## src/rtl/sap_pkg.sv

```systemverilog
// Shared types and constants for the SAP output display slice.
// Holds the converter FSM state type, seven-segment table and idle drive levels.
package sap_pkg;

  typedef enum logic [1:0] {
    IDLE   = 2'd0,
    SHIFT  = 2'd1,
    COMMIT = 2'd2
  } disp_state_t;

  localparam logic [6:0] SEG_OFF = 7'h7F;
  localparam logic [2:0] AN_OFF  = 3'b111;

  // Active-low {g,f,e,d,c,b,a} patterns for digits 0..9.
  localparam logic [6:0] SEG7_LUT [0:9] = '{
    7'h40, 7'h79, 7'h24, 7'h30, 7'h19,
    7'h12, 7'h02, 7'h78, 7'h00, 7'h10
  };

  // Nibbles above 9 cannot come from an 8-bit value; show them dark.
  function automatic logic [6:0] seg7(input logic [3:0] n);
    logic [6:0] r;
    if (n > 4'd9) r = SEG_OFF;
    else          r = SEG7_LUT[n];
    return r;
  endfunction

endpackage

```

## src/rtl/out_display_if.sv

```systemverilog
// Output-port bundle: value/strobe in, segment/anode/busy out.
// master drives D/Upd and observes the display; slave is the driver block.
interface out_display_if;
  logic [7:0] D;
  logic       Upd;
  logic [6:0] Seg;
  logic [2:0] An;
  logic       Busy;

  modport master (
    output D, Upd,
    input  Seg, An, Busy
  );

  modport slave (
    input  D, Upd,
    output Seg, An, Busy
  );
endinterface

```

## src/rtl/out_bin2bcd.sv

```systemverilog
// Sequential 8-bit to 3-digit BCD converter (shift-add-3, 8 iterations).
// Ports: CLK, CLR_, start, bin in; bcd, done (COMMIT cycle), busy out.
module out_bin2bcd
  import sap_pkg::*;
(
  input  logic        CLK,
  input  logic        CLR_,
  input  logic        start,
  input  logic [7:0]  bin,
  output logic [11:0] bcd,
  output logic        done,
  output logic        busy
);

  disp_state_t state;
  logic [7:0]  sh;
  logic [11:0] acc;
  logic [11:0] adj;
  logic [2:0]  cnt;

  always_comb begin
    adj = acc;
    for (int i = 0; i < 3; i++) begin
      if (acc[i*4 +: 4] >= 4'd5)
        adj[i*4 +: 4] = acc[i*4 +: 4] + 4'd3;
    end
  end

  always_ff @(posedge CLK or negedge CLR_) begin
    if (!CLR_) begin
      state <= IDLE;
      sh    <= '0;
      acc   <= '0;
      cnt   <= '0;
    end else begin
      case (state)
        IDLE: begin
          if (start) begin
            sh    <= bin;
            acc   <= '0;
            cnt   <= '0;
            state <= SHIFT;
          end
        end
        SHIFT: begin
          acc <= {adj[10:0], sh[7]};
          sh  <= {sh[6:0], 1'b0};
          cnt <= cnt + 3'd1;
          if (cnt == 3'd7) state <= COMMIT;
        end
        COMMIT:  state <= IDLE;
        default: state <= IDLE;
      endcase
    end
  end

  assign bcd  = acc;
  assign done = (state == COMMIT);
  assign busy = (state != IDLE);

endmodule

```

## src/rtl/out_display.sv

```systemverilog
// Three-digit multiplexed seven-segment driver for the SAP output port.
// Ports: CLK, CLR_ (async low), bus (D/Upd in; Seg/An/Busy out).
module out_display
  import sap_pkg::*;
#(
  parameter int SCAN_DIV = 1000,
  parameter bit BLANK_LZ = 1'b1
) (
  input  logic          CLK,
  input  logic          CLR_,
  out_display_if.slave  bus
);

  localparam int PW = $clog2(SCAN_DIV);

  logic [PW-1:0]   presc;
  logic [1:0]      idx;
  logic [2:0][3:0] dig;
  logic            pend_v;
  logic [7:0]      pend_d;
  logic            start;
  logic [7:0]      bin;
  logic [11:0]     bcd;
  logic            done;
  logic            busy;
  logic [3:0]      cur;
  logic            blank;
  logic [6:0]      seg_n;
  logic [6:0]      seg_q;
  logic [2:0]      an_n;
  logic [2:0]      an_q;

  // Live value beats the buffered one when both are present.
  assign start = bus.Upd | pend_v;
  assign bin   = bus.Upd ? bus.D : pend_d;

  out_bin2bcd u_conv (
    .CLK   (CLK),
    .CLR_  (CLR_),
    .start (start),
    .bin   (bin),
    .bcd   (bcd),
    .done  (done),
    .busy  (busy)
  );

  // While idle any request is consumed at once, so the flag drops.
  always_ff @(posedge CLK or negedge CLR_) begin
    if (!CLR_) begin
      pend_v <= 1'b0;
      pend_d <= '0;
    end else if (busy) begin
      if (bus.Upd) begin
        pend_v <= 1'b1;
        pend_d <= bus.D;
      end
    end else begin
      pend_v <= 1'b0;
    end
  end

  always_ff @(posedge CLK or negedge CLR_) begin
    if (!CLR_) dig <= '0;
    else if (done) dig <= bcd;
  end

  always_ff @(posedge CLK or negedge CLR_) begin
    if (!CLR_) begin
      presc <= '0;
      idx   <= '0;
    end else if (presc == PW'(SCAN_DIV - 1)) begin
      presc <= '0;
      idx   <= (idx == 2'd2) ? 2'd0 : idx + 2'd1;
    end else begin
      presc <= presc + 1'b1;
    end
  end

  always_comb begin
    cur   = dig[0];
    blank = 1'b0;
    an_n  = 3'b110;
    case (idx)
      2'd1: begin
        cur   = dig[1];
        blank = BLANK_LZ && (dig[2] == 4'd0) && (dig[1] == 4'd0);
        an_n  = 3'b101;
      end
      2'd2: begin
        cur   = dig[2];
        blank = BLANK_LZ && (dig[2] == 4'd0);
        an_n  = 3'b011;
      end
      default: ;
    endcase
    seg_n = seg7(cur);
    if (blank) begin
      seg_n = SEG_OFF;
      an_n  = AN_OFF;
    end
  end

  always_ff @(posedge CLK or negedge CLR_) begin
    if (!CLR_) begin
      seg_q <= SEG_OFF;
      an_q  <= AN_OFF;
    end else begin
      seg_q <= seg_n;
      an_q  <= an_n;
    end
  end

  assign bus.Seg  = seg_q;
  assign bus.An   = an_q;
  assign bus.Busy = busy;

endmodule
```

## src/flat_wrapper.sv

```systemverilog
// flat-port wrapper written by rule: the top's interface ports become plain ports
module out_display_flat import sap_pkg::*;
#(
  parameter int SCAN_DIV = 1000,
  parameter bit BLANK_LZ = 1'b1
)
  (CLK, CLR_, bus_D, bus_Upd, bus_Seg, bus_An, bus_Busy);
  out_display_if bus_i ();
  input  logic CLK;
  input  logic CLR_;
  input wire logic [$bits(bus_i.D)-1:0] bus_D;
  input wire logic [$bits(bus_i.Upd)-1:0] bus_Upd;
  output wire logic [$bits(bus_i.Seg)-1:0] bus_Seg;
  output wire logic [$bits(bus_i.An)-1:0] bus_An;
  output wire logic [$bits(bus_i.Busy)-1:0] bus_Busy;
  assign bus_i.D = bus_D;
  assign bus_i.Upd = bus_Upd;
  assign bus_Seg = bus_i.Seg;
  assign bus_An = bus_i.An;
  assign bus_Busy = bus_i.Busy;
  out_display #(.SCAN_DIV(SCAN_DIV), .BLANK_LZ(BLANK_LZ)) u_core (.CLK(CLK), .CLR_(CLR_), .bus(bus_i));
endmodule
```

## config.mk

```make
export PLATFORM = sky130hd
export DESIGN_NAME = out_display_flat
export DESIGN_NICKNAME = d
export VERILOG_FILES = /design/src/rtl/sap_pkg.sv /design/src/rtl/out_display_if.sv /design/src/rtl/out_bin2bcd.sv /design/src/rtl/out_display.sv /design/src/flat_wrapper.sv
export SDC_FILE = /design/constraint.sdc
export NUM_CORES = 1
export LEC_CHECK = 0
export BUFFER_PORTS_ARGS = -buffer_cell sky130_fd_sc_hd__buf_4
export CORE_MARGIN = 3
export CORE_UTILIZATION = 60
export DETAILED_ROUTE_END_ITERATION = 10
export GPL_TIMING_DRIVEN = 0
export PLACE_DENSITY = 0.79
export SYNTH_ARGS = -nofsm -noshare
export SYNTH_HDL_FRONTEND = slang
export SYNTH_HIERARCHICAL = 1
export SYNTH_SLANG_ARGS = --single-unit
```

## constraint.sdc

```tcl
create_clock -name CLK -period 2.4 [get_ports CLK]
set_input_delay 0.36 -clock CLK [delete_from_list [all_inputs] [get_ports CLK]]
set_output_delay 0.36 -clock CLK [all_outputs]
set_load 0.1 [all_outputs]
```

==> flow_metrics.env <==
export IMPL_status="finished clean"
export IMPL_grt_setup_unrepaired="no"
export IMPL_critical_path_depth=8
export IMPL_worst_hold_path_type="in -> async"
export IMPL_dieWidth_um=82.0
export IMPL_cts_tree="done"
export IMPL_design_core_area_um2=5540
export IMPL_antenna_diode_count=0
export IMPL_timing_max_slew_rel_slack_pct=45.7
export IMPL_fin_setup_tns_ns=0
export IMPL_count_of_mapped_cells_out_of_synthesis=302
export IMPL_dieArea_um2=6730
export IMPL_peak_per_stage_delay_on_the_critical_path_ns=0.39
export IMPL_vias=2363
export IMPL_firstDrtPassIters=4
export IMPL_placementRows=27
export IMPL_placement_io_buffers=20
export IMPL_r2r_slack_ns=0.19
export IMPL_cts_buffers=9
export IMPL_routed_via_density=5.74
export IMPL_critical_path_endpoint="u_core/bus.Seg[4]"
export IMPL_area_growth_synth_to_final_pct=12.9
export IMPL_synth_cell_area_um2=3470
export IMPL_library_cell_with_the_largest_summed_area_after_synthesis="sky130_fd_sc_hd__dfrtp_1"
export IMPL_cts_hold_buf=0
export IMPL_report_final_slew_viol_count=0
export IMPL_layout_filler_cell_count=393
export IMPL_post_drt_wl_per_cell_um=15.2
export IMPL_ctsRootBufferMaster="sky130_fd_sc_hd__clkbuf_8"
export IMPL_period_share_pct=92.1
export IMPL_critPathArrivalTime_ns=2.46
export IMPL_report_final_setup_viol=0
export IMPL_synth_seq_area_share_pct=49.4
export IMPL_grt_start_max_net_pins=69
export IMPL_final_antenna_net_count=0
export IMPL_clkLatencyLatePin_ns=0.34
export IMPL_boundaryPins=22
export IMPL_clk_pin_slew_worst_paths_ns=0.07
export IMPL_initial_utilization_pct=62.6
export IMPL_grt_first_pass_wirelength_um=10600
export IMPL_critical_path_buf_inv_count=2
export IMPL_cap_viol_max_count=0
export IMPL_crit_path_cell_trace="inv_1 > ha_1 > clkbuf_4 > mux2i_4 > ha_1 > o221ai_1 > a2bb2oi_2 > o311ai_1"
export IMPL_rr_endpoint="u_core/bus.Seg[4]"
export IMPL_cts_max_level=3
export IMPL_utilization_pct=70.7
export IMPL_power_ir_vdd_worst_mv=0.744
export IMPL_final_period_minus_worst_setup_slack_ns=2.21
export IMPL_proportion_of_layout_cells_with_a_drive_suffix_above_1_pct=27.6
export IMPL_grt_usage_pct=21.0
export IMPL_nets=365
export IMPL_grt_pass1_vias=2329
export IMPL_worstSetupEndpointType="register"
export IMPL_r2r_worst_path_cells=8
export IMPL_worst_slew_pin_transition_ns=0.815
export IMPL_remaining_drc_errors=0
export IMPL_postSynthAreaPerCell_um2=11.5
export IMPL_synth_net_count=332
export IMPL_cts_root_to_sink_buffers=2
export IMPL_hpwlAfterDp_um=4350
export IMPL_drt_first_iter_violations=109
export IMPL_synth_seq_cells=68
export IMPL_leak_uw=0.00174
export IMPL_crit_reg2reg_launch="u_core/idx[1]"
export IMPL_fmaxAchievable_mhz=452
export IMPL_antenna_found_initial=0
export IMPL_synth_area_top_cells="sky130_fd_sc_hd__dfrtp_1, sky130_fd_sc_hd__mux2_2, sky130_fd_sc_hd__dfstp_2"
export IMPL_required_time_reported_for_the_critical_path_endpoint_ns=2.65
export IMPL_power_density_cell_area_nw_per_um2=1160
export IMPL_finalHoldViolCount=0
export IMPL_clock_skew_ns=0.00960
export IMPL_clkSinkCount=68
export IMPL_synth_top_area_share_pct=41.8
export IMPL_cp_slowest_cell="sky130_fd_sc_hd__dfrtp_1"
export IMPL_postRouteWirelength_um=6280
export IMPL_critical_path_max_fanout=8
export IMPL_critical_path_top_cell_by_count="sky130_fd_sc_hd__ha_1"
export IMPL_global_route_overflow_total=0
export IMPL_synth_yosys_warnings=6
export IMPL_setup_worst_path_class="reg -> reg"
export IMPL_die_h_um=82.0
export IMPL_place_gp_congestion=0.831
export IMPL_worstSetupStartpointType="register"
export IMPL_ys_types=51
export IMPL_critPathTopFamily="compound AO/OA/AOI/OAI gates"
export IMPL_setup_worst_path_start="u_core/idx[1]"
-- per-stage QoR --
stage / hold WS [ns] / std cells / worst slack [ns] / cell area, µm² / power, µW
3_5_place_dp: 0.453 / 394 / 0.00749 / 3710 / 3670
4_1_cts: 0.145 / 410 / 0.0716 / 3890 / 4530
6_report: 0.106 / 412 / 0.188 / 3920 / 4520
2_1_floorplan: 0.0644 / 302 / 0.365 / 3470 / 3250
5_1_grt: 0.156 / 412 / 0.0138 / 3920 / 4850
3_3_place_gp: 0.444 / 394 / 0.0856 / 3710 / 3580
-- how the worst min path moves through the flow --
stage,endpoint,slack [ns],cells after the start
after floorplan,u_core/dig[0],0.06,0
after global placement,u_core/presc[0],0.44,1
after detailed placement,u_core/presc[0],0.45,1
after CTS,u_core/presc[3],0.15,1
after global routing,u_core/presc[3],0.16,1
final,u_core/presc[3],0.11,1
-- logic make-up after synthesis --
group	share of synthesized area, %
adders and majority gates	6.85
and+or+nand+nor	9.60
xor gates and xnor gates	2.27
muxes	11.1
DFF	49.4
buffers and inverters	4.73
AOI/OAI and AO/OA	16.0
-- worst register-to-register path, cell delays in order, from the launching register on --
cell and delay (ns):
sky130_fd_sc_hd__dfrtp_1 0.39, sky130_fd_sc_hd__inv_1 0.09, sky130_fd_sc_hd__ha_1 0.31, sky130_fd_sc_hd__clkbuf_4 0.20, sky130_fd_sc_hd__mux2i_4 0.30, sky130_fd_sc_hd__ha_1 0.24
sky130_fd_sc_hd__o221ai_1 0.15, sky130_fd_sc_hd__a2bb2oi_2 0.29, sky130_fd_sc_hd__o311ai_1 0.15
-- Yosys cell counts, drive strengths merged --
cell and n:
o21a 4, a32o 3, dfrtp 58, inv 18, nor4 2, nand4 1, a21oi 14, o32ai 2
nand2 15, o21ba 1, xor2 3, nand3b 1, buf 9, a22o 3, o31ai 3, nand2b 5
nor3 2, and3 1, a311oi 1, xnor2 6, mux2 30, or2 2, and2b 3, and2 4
nor2 9, nand3 2, o221ai 4, o311ai 1, o2111ai 6, o21bai 1, ha 19, o21ai 21
and4b 1, a2bb2oi 1, dfstp 10, clkbuf 5, a22oi 10, nor2b 13, o211ai 4, mux2i 4
-- registers in the layout, indices dropped and copies added (netlist names) --
signal and cells:
u_core/pend_d 8, u_core/idx 2, u_core/presc 10, u_core/pend_v 1, u_core/u_conv/bcd 12, u_core/u_conv/cnt 3, u_core/u_conv/state 2, u_core/bus.Seg 7
u_core/u_conv/sh 8, u_core/bus.An 3, u_core/dig 12
-- layer usage --
layer | routed length [µm] | part of all wire, % | track usage, %
met1 | 2790 | 44 | 27.5
met2 | 3160 | 50 | 33.6
met3 | 236 | 3.8 | 3.95
met4 | 93 | 1.5 | 9.80
met5 | 0 | 0 | 0
-- where the power goes --
| part | leakage, µW | switching (µW) | internal (µW) |
|---|---|---|---|
| registers | 0.000845 | 268 | 1530 |
| logic | 0.000808 | 1080 | 806 |
| clock network | 0.0000905 | 404 | 430 |
| total | 0.00174 | 1760 | 2770 |
-- layout by cell type (no fill, tap or decap), types with 8 or more instances in the layout --
cell,netlist,routed
sky130_fd_sc_hd__a22oi_1,10,10
sky130_fd_sc_hd__buf_4,2,24
sky130_fd_sc_hd__a21oi_1,14,13
sky130_fd_sc_hd__dfrtp_1,58,58
sky130_fd_sc_hd__ha_1,19,19
sky130_fd_sc_hd__inv_1,18,18
sky130_fd_sc_hd__nor2_1,9,9
sky130_fd_sc_hd__nor2b_1,12,12
sky130_fd_sc_hd__clkbuf_8,0,11
sky130_fd_sc_hd__clkbuf_1,5,8
sky130_fd_sc_hd__mux2_2,28,28
sky130_fd_sc_hd__o21ai_1,8,10
sky130_fd_sc_hd__o21ai_0,13,11
sky130_fd_sc_hd__nand2_1,15,15
sky130_fd_sc_hd__dfstp_2,10,10
-- cell type report --
cell class                      instances  area [µm²]  area share (%)
Sequential cell                        68        1710            43.8
Multi-Input combinational cell        202        1610            41.0
Timing Repair Buffer                   22         165            4.22
Clock buffer                           14         163            4.15
Buffer                                 14        98.8            2.52
Tap cell                               72        90.1            2.30
Inverter                               18        67.6            1.73
Clock inverter                          2        10.0           0.256
-- timing repair --
item | in CTS | in global routing
buffers inserted | 0 | 2
setup endpoints to repair | 1 | 7
gates resized for setup | 2 | 5
gates cloned | 0 | 0
pin swaps | 0 | 1
Power figures use the tool's default switching activity.
